==> src/rtl/register_file_mips.sv <==
// ---------------------------------------------------------------------------
// register_file_mips
//
// MIPS-style register file with two combinational read ports, one write
// port, and a per-register "pending" (busy) scoreboard used for hazard
// stalls. Register 0 is hard-wired to zero.
//
// Optional feature macro: REGFILE_BYPASS_EN
//   defined   : a write in progress is forwarded to a read port addressing
//               the same register in the same cycle, and that port does not
//               contribute to stall.
//   undefined : read ports return the pre-write value during the write
//               cycle.
//
// Parameters
//   DATA_W    register width
//   NUM_REGS  register count (power of two, >= 2)
//   ADR_W     address width, must equal log2(NUM_REGS)
//
// Ports
//   clk                  rising-edge clock
//   rst_n                asynchronous active-low reset
//   regwrite             write enable for dst_adr / write_data
//   dst_adr, write_data  write address / data
//   read_adr1/2          read addresses
//   readout1/2           combinational read data
//   busy_set, busy_adr   mark busy_adr as pending
//   stall                a read port addresses a pending register
//   busy_vec             per-register pending flags (bit i = register i)
// ---------------------------------------------------------------------------
module register_file_mips #(
    parameter int DATA_W   = 32,
    parameter int NUM_REGS = 32,
    parameter int ADR_W    = 5
) (
    input  logic                clk,
    input  logic                rst_n,
    input  logic                regwrite,
    input  logic [ADR_W-1:0]    dst_adr,
    input  logic [DATA_W-1:0]   write_data,
    input  logic [ADR_W-1:0]    read_adr1,
    input  logic [ADR_W-1:0]    read_adr2,
    output logic [DATA_W-1:0]   readout1,
    output logic [DATA_W-1:0]   readout2,
    input  logic                busy_set,
    input  logic [ADR_W-1:0]    busy_adr,
    output logic                stall,
    output logic [NUM_REGS-1:0] busy_vec
);

    logic [DATA_W-1:0]   regs [NUM_REGS];
    logic [NUM_REGS-1:0] busy_q;
    logic                write_en;
    logic                hit1;
    logic                hit2;

    // Writes to register 0 are discarded everywhere by qualifying here.
    assign write_en = regwrite && (dst_adr != '0);

    // NOTE: the whole array sits inside the async reset because the
    // register file must read as zero immediately on reset; that rules out
    // mapping it onto a RAM macro without a clear port.
    always_ff @(posedge clk or negedge rst_n) begin
        if (!rst_n) begin
            for (int i = 0; i < NUM_REGS; i++) begin
                regs[i] <= '0;
            end
            busy_q <= '0;
        end else begin
            // NOTE: non-blocking assignments keep every reader of regs and
            // busy_q in this edge seeing the pre-edge values.
            if (write_en) begin
                regs[dst_adr] <= write_data;
            end
            // Bit 0 is never touched after reset, so it stays constant 0.
            for (int i = 1; i < NUM_REGS; i++) begin
                if (busy_set && (busy_adr == ADR_W'(i))) begin
                    // A new producer supersedes one completing this cycle.
                    busy_q[i] <= 1'b1;
                end else if (write_en && (dst_adr == ADR_W'(i))) begin
                    busy_q[i] <= 1'b0;
                end
            end
        end
    end

`ifdef REGFILE_BYPASS_EN
    assign hit1 = write_en && (read_adr1 == dst_adr);
    assign hit2 = write_en && (read_adr2 == dst_adr);
`else
    assign hit1 = 1'b0;
    assign hit2 = 1'b0;
`endif

    // Outputs are forced low while reset is held so a forwarded write_data
    // cannot leak out during reset.
    // NOTE: every output gets a default first, so no path can infer a latch.
    always_comb begin
        readout1 = '0;
        readout2 = '0;
        stall    = 1'b0;
        busy_vec = '0;
        if (rst_n) begin
            if (read_adr1 != '0) begin
                readout1 = hit1 ? write_data : regs[read_adr1];
            end
            if (read_adr2 != '0) begin
                readout2 = hit2 ? write_data : regs[read_adr2];
            end
            stall    = (busy_q[read_adr1] && !hit1) ||
                       (busy_q[read_adr2] && !hit2);
            busy_vec = busy_q;
        end
    end

endmodule

==> config.mk <==
export PLATFORM = sky130hd
export DESIGN_NAME = register_file_mips
export DESIGN_NICKNAME = d
export VERILOG_FILES = /design/src/rtl/register_file_mips.sv
export SDC_FILE = /design/constraint.sdc
export NUM_CORES = 2
export LEC_CHECK = 0
export BUFFER_PORTS_ARGS = -buffer_cell sky130_fd_sc_hd__buf_2
export CAP_MARGIN = 10
export CORE_ASPECT_RATIO = 0.6
export CORE_MARGIN = 4
export CORE_UTILIZATION = 66
export CTS_CLUSTER_SIZE = 10
export DETAILED_ROUTE_END_ITERATION = 10
export PLACE_DENSITY = 0.95
export SYNTH_ARGS = -nofsm -noshare
export SYNTH_HDL_FRONTEND = slang
export SYNTH_SLANG_ARGS = --single-unit
==> constraint.sdc <==
create_clock -name clk -period 5.8 [get_ports clk]
set_clock_uncertainty 0.2 [all_clocks]
set_input_delay 1.45 -clock clk [delete_from_list [all_inputs] [get_ports clk]]
set_output_delay 1.45 -clock clk [all_outputs]
set_load 0.1 [all_outputs]
==> impl_metrics.xml <==
<?xml version="1.0" encoding="UTF-8"?>
<metrics>
  <group name="routing">
    <metric name="drt.antenna.violating_nets" unit="">0</metric>
    <metric name="total_wirelength_of_the_detailed_routed_design" unit="um">177000</metric>
    <metric name="vias" unit="">37400</metric>
    <metric name="post_drt_via_cell_ratio" unit="">8.05</metric>
    <metric name="route.detailed.drc" unit="">0</metric>
    <metric name="drt_first_iter_violations" unit="">5952</metric>
    <metric name="first_pass_iters" unit="">8</metric>
    <metric name="drt-wirelength-per-cell" unit="um">38.1</metric>
  </group>
  <group name="worst_hold_path">
    <metric name="worst_hold_class" unit="">reg2reg</metric>
    <metric name="hold_start" unit="">regs[1014]</metric>
  </group>
  <group name="critical_path">
    <metric name="critPathCaptureType" unit="">output pin</metric>
    <metric name="crit_path_start" unit="">read_adr1[0]</metric>
    <metric name="arrival" unit="ns">4.04</metric>
    <metric name="path_cells" unit="">buf_8, buf_12, mux4_2, mux4_2, nand3_1, o21ai_1, buf_12</metric>
    <metric name="crit-reg2reg-launch" unit="">busy_q[31]</metric>
    <metric name="criticalPathCategory" unit="">in2out</metric>
    <metric name="timing.critical_path.required" unit="ns">4.15</metric>
    <metric name="cp_max_fo" unit="">29</metric>
    <metric name="worst_path_max_stage_delay" unit="ns">0.55</metric>
    <metric name="crit_slowest_cell" unit="">sky130_fd_sc_hd__mux4_2</metric>
    <metric name="worstSetupStartpointType" unit="">input port</metric>
    <metric name="timing.critical_path.buf_inv" unit="">3</metric>
    <metric name="worst_path_dominant_cell_family" unit="">multiplexers</metric>
  </group>
  <group name="timing">
    <metric name="hold_ws" unit="ns">0.200</metric>
    <metric name="clock.fmax" unit="MHz">176</metric>
    <metric name="finalHoldViolations" unit="">0</metric>
    <metric name="max_slew.worst_pin.slew" unit="ns">1.17</metric>
    <metric name="slew_violations" unit="">0</metric>
    <metric name="setup_repair_after_global_routing_missed_its_margin" unit="">false</metric>
    <metric name="timing.final.setup_violations" unit="">0</metric>
    <metric name="finalCritPeriodShare" unit="">0.980</metric>
    <metric name="totalNegativeSetupSlack" unit="ns">0</metric>
    <metric name="fin_crit" unit="ns">5.69</metric>
    <metric name="max-slew-margin-rel" unit="">0.218</metric>
  </group>
  <group name="finish">
    <metric name="layout.nets" unit="">3554</metric>
    <metric name="final_cells" unit="">4640</metric>
    <metric name="final_cell_area" unit="um2">62500</metric>
    <metric name="area_growth_syn_to_layout" unit="%">11.4</metric>
    <metric name="utilization" unit="">0.746</metric>
    <metric name="layout-drive-gt1-share" unit="">0.599</metric>
  </group>
  <group name="placement">
    <metric name="dp.cells" unit="">4515</metric>
    <metric name="place.port_buffers" unit="">151</metric>
    <metric name="dp_hpwl" unit="um">105000</metric>
    <metric name="gp_congestion" unit="">1.00</metric>
    <metric name="dpl-instance-area" unit="um2">59500</metric>
  </group>
  <group name="yosys">
    <metric name="avgSynthCellArea" unit="um2">16.0</metric>
    <metric name="synth-edff-count" unit="">0</metric>
    <metric name="synth_area" unit="um2">56100</metric>
    <metric name="postSynth.topFlopCell" unit="">sky130_fd_sc_hd__dfrtp_1</metric>
    <metric name="post_synth_inst_count" unit="">3497</metric>
    <metric name="synth-seq-area-share" unit="">0.471</metric>
    <metric name="postSynthNetCount" unit="">3553</metric>
    <metric name="area_share_of_the_largest_cell_type_after_synthesis" unit="">0.471</metric>
    <metric name="synth.largest_area_cell" unit="">sky130_fd_sc_hd__dfrtp_1</metric>
    <metric name="synth.ff_latch_count" unit="">1055</metric>
    <metric name="ys_top_cells_by_count" unit="">sky130_fd_sc_hd__dfrtp_1, sky130_fd_sc_hd__mux2_2, sky130_fd_sc_hd__mux4_2</metric>
    <metric name="synth_top_cells_by_area" unit="">sky130_fd_sc_hd__dfrtp_1, sky130_fd_sc_hd__mux4_2, sky130_fd_sc_hd__mux2_2</metric>
    <metric name="synth_warnings" unit="">1</metric>
    <metric name="synth_async_sr_flop_share" unit="">1.00</metric>
    <metric name="number_of_library_cell_types_mapped_by_synthesis" unit="">48</metric>
    <metric name="yosysMostFrequentCell" unit="">sky130_fd_sc_hd__dfrtp_1</metric>
  </group>
  <group name="clock_network">
    <metric name="post_cts_buffers" unit="">0</metric>
    <metric name="cts_made_buffers" unit="">115</metric>
    <metric name="cts.path.max_buffers" unit="">3</metric>
    <metric name="clock_sinks" unit="">1055</metric>
    <metric name="cts.hold.buffers_added" unit="">0</metric>
    <metric name="h-tree-depth" unit="">3</metric>
    <metric name="cts_root_buf" unit="">sky130_fd_sc_hd__clkbuf_16</metric>
    <metric name="clkLatencyLatePin" unit="ns">0.72</metric>
    <metric name="cts_tree" unit="">yes</metric>
    <metric name="path_clk_slew" unit="ns">0.05</metric>
    <metric name="cts-resized-gates" unit="">0</metric>
  </group>
  <group name="grt">
    <metric name="gr-usage-all-layers" unit="">0.405</metric>
    <metric name="global_route.overflow_total" unit="">0</metric>
    <metric name="grt_pass1_wl" unit="um">265000</metric>
    <metric name="largest_net_degree_at_the_start_of_global_routing" unit="">163</metric>
    <metric name="vias_in_the_first_global_route" unit="">39800</metric>
    <metric name="antenna_found_initial" unit="">8</metric>
  </group>
  <group name="floorplanning">
    <metric name="starting_density" unit="">0.669</metric>
    <metric name="die_width" unit="um">384</metric>
    <metric name="die_h" unit="um">234</metric>
    <metric name="rows" unit="">82</metric>
    <metric name="io_pins" unit="">153</metric>
    <metric name="fp.coreArea" unit="um2">83800</metric>
    <metric name="dieArea" unit="um2">89900</metric>
  </group>
  <group name="flow_run">
    <metric name="max-cap-violations" unit="">0</metric>
  </group>
  <group name="outcome">
    <metric name="outcome" unit="">finished clean</metric>
  </group>
  <group name="power_and_ir_drop">
    <metric name="cellPowerDensity" unit="nW/um2">356</metric>
    <metric name="ir_worst_vdd" unit="mV">0.308</metric>
    <metric name="total_leakage_power" unit="nW">26.6</metric>
  </group>
</metrics>
[routing by layer]
layer / up-vias / GRT usage / routed length, um
met5: - / 0 / 79
met4: 12 / 0.211 / 11500
met3: 946 / 0.184 / 29100
met2: 3530 / 0.570 / 76300
met1: 19400 / 0.536 / 59700
li1: 13500 / - / -
[cell usage in the layout (no fill, tap or decap), drive strengths merged, types with 3 or more instances in the layout]
cell / count
nor3: 5
o22ai: 10
nand2b: 4
clkinv: 28
o32ai: 4
nand2: 24
and2: 19
a32o: 4
o21ai: 73
dfrtp: 1055
mux2: 998
inv: 60
o31ai: 3
mux2i: 5
nor2: 31
mux4: 651
diode: 3
a31oi: 4
and3: 5
clkbuf: 120
nor2b: 7
nand3: 68
a22o: 7
buf: 295
[flip-flops by register name, indices dropped and copies added (netlist names)]
signal	flops
busy_q	31
regs	1024
[final timing paths]
path                                endpoint  slack, ns  cells past startpoint
max in group asynchronous          regs[904]       3.26                      3
worst min-delay path              regs[1014]       0.20                      0
worst max-delay path            readout1[25]       0.11                      7
worst max register to register    busy_q[31]       4.69                      2
worst min register to register    regs[1014]       0.20                      0
min in group asynchronous          regs[405]       0.57                      2
[worst register-to-register path: stages (launching register included)]
cell                      delay, ns
sky130_fd_sc_hd__dfrtp_1       0.46
sky130_fd_sc_hd__o21ai_0       0.15
sky130_fd_sc_hd__o21ai_0       0.16
[logic make-up after synthesis]
kind of cell,Yosys count,synth area share
compound gates,112,0.0120
buf+inv,497,0.0385
flops,1055,0.471
mux,1654,0.463
other cells,1,0.0000668
simple gates,178,0.0163
[through the flow]
stage               setup WS, ns  power [mW]
global route              0.0886        22.9
global placement           0.301        15.1
CTS                        0.192        22.1
floorplan                  0.111        13.7
detailed placement         0.262        15.6
finish                     0.114        22.2
[report_power, final]
part | switching [mW] | total [mW] | internal (mW)
Clock | 2.91 | 6.45 | 3.54
Combinational | 2.64 | 5.75 | 3.11
Sequential | 1.26 | 10.0 | 8.78
Total | 6.82 | 22.2 | 15.4
[area by class of cell]
type / instances / area [um2]
multi-input cells: 1945 / 27700
well taps: 1134 / 1420
flip-flops and latches: 1055 / 26400
diodes: 3 / 7.51
clock inverters: 2 / 17.5
fillers: 4388 / 21300
repair buffers: 295 / 3700
inverters: 86 / 328
clock buffers: 120 / 2960
(Power assumes the default switching activity.)
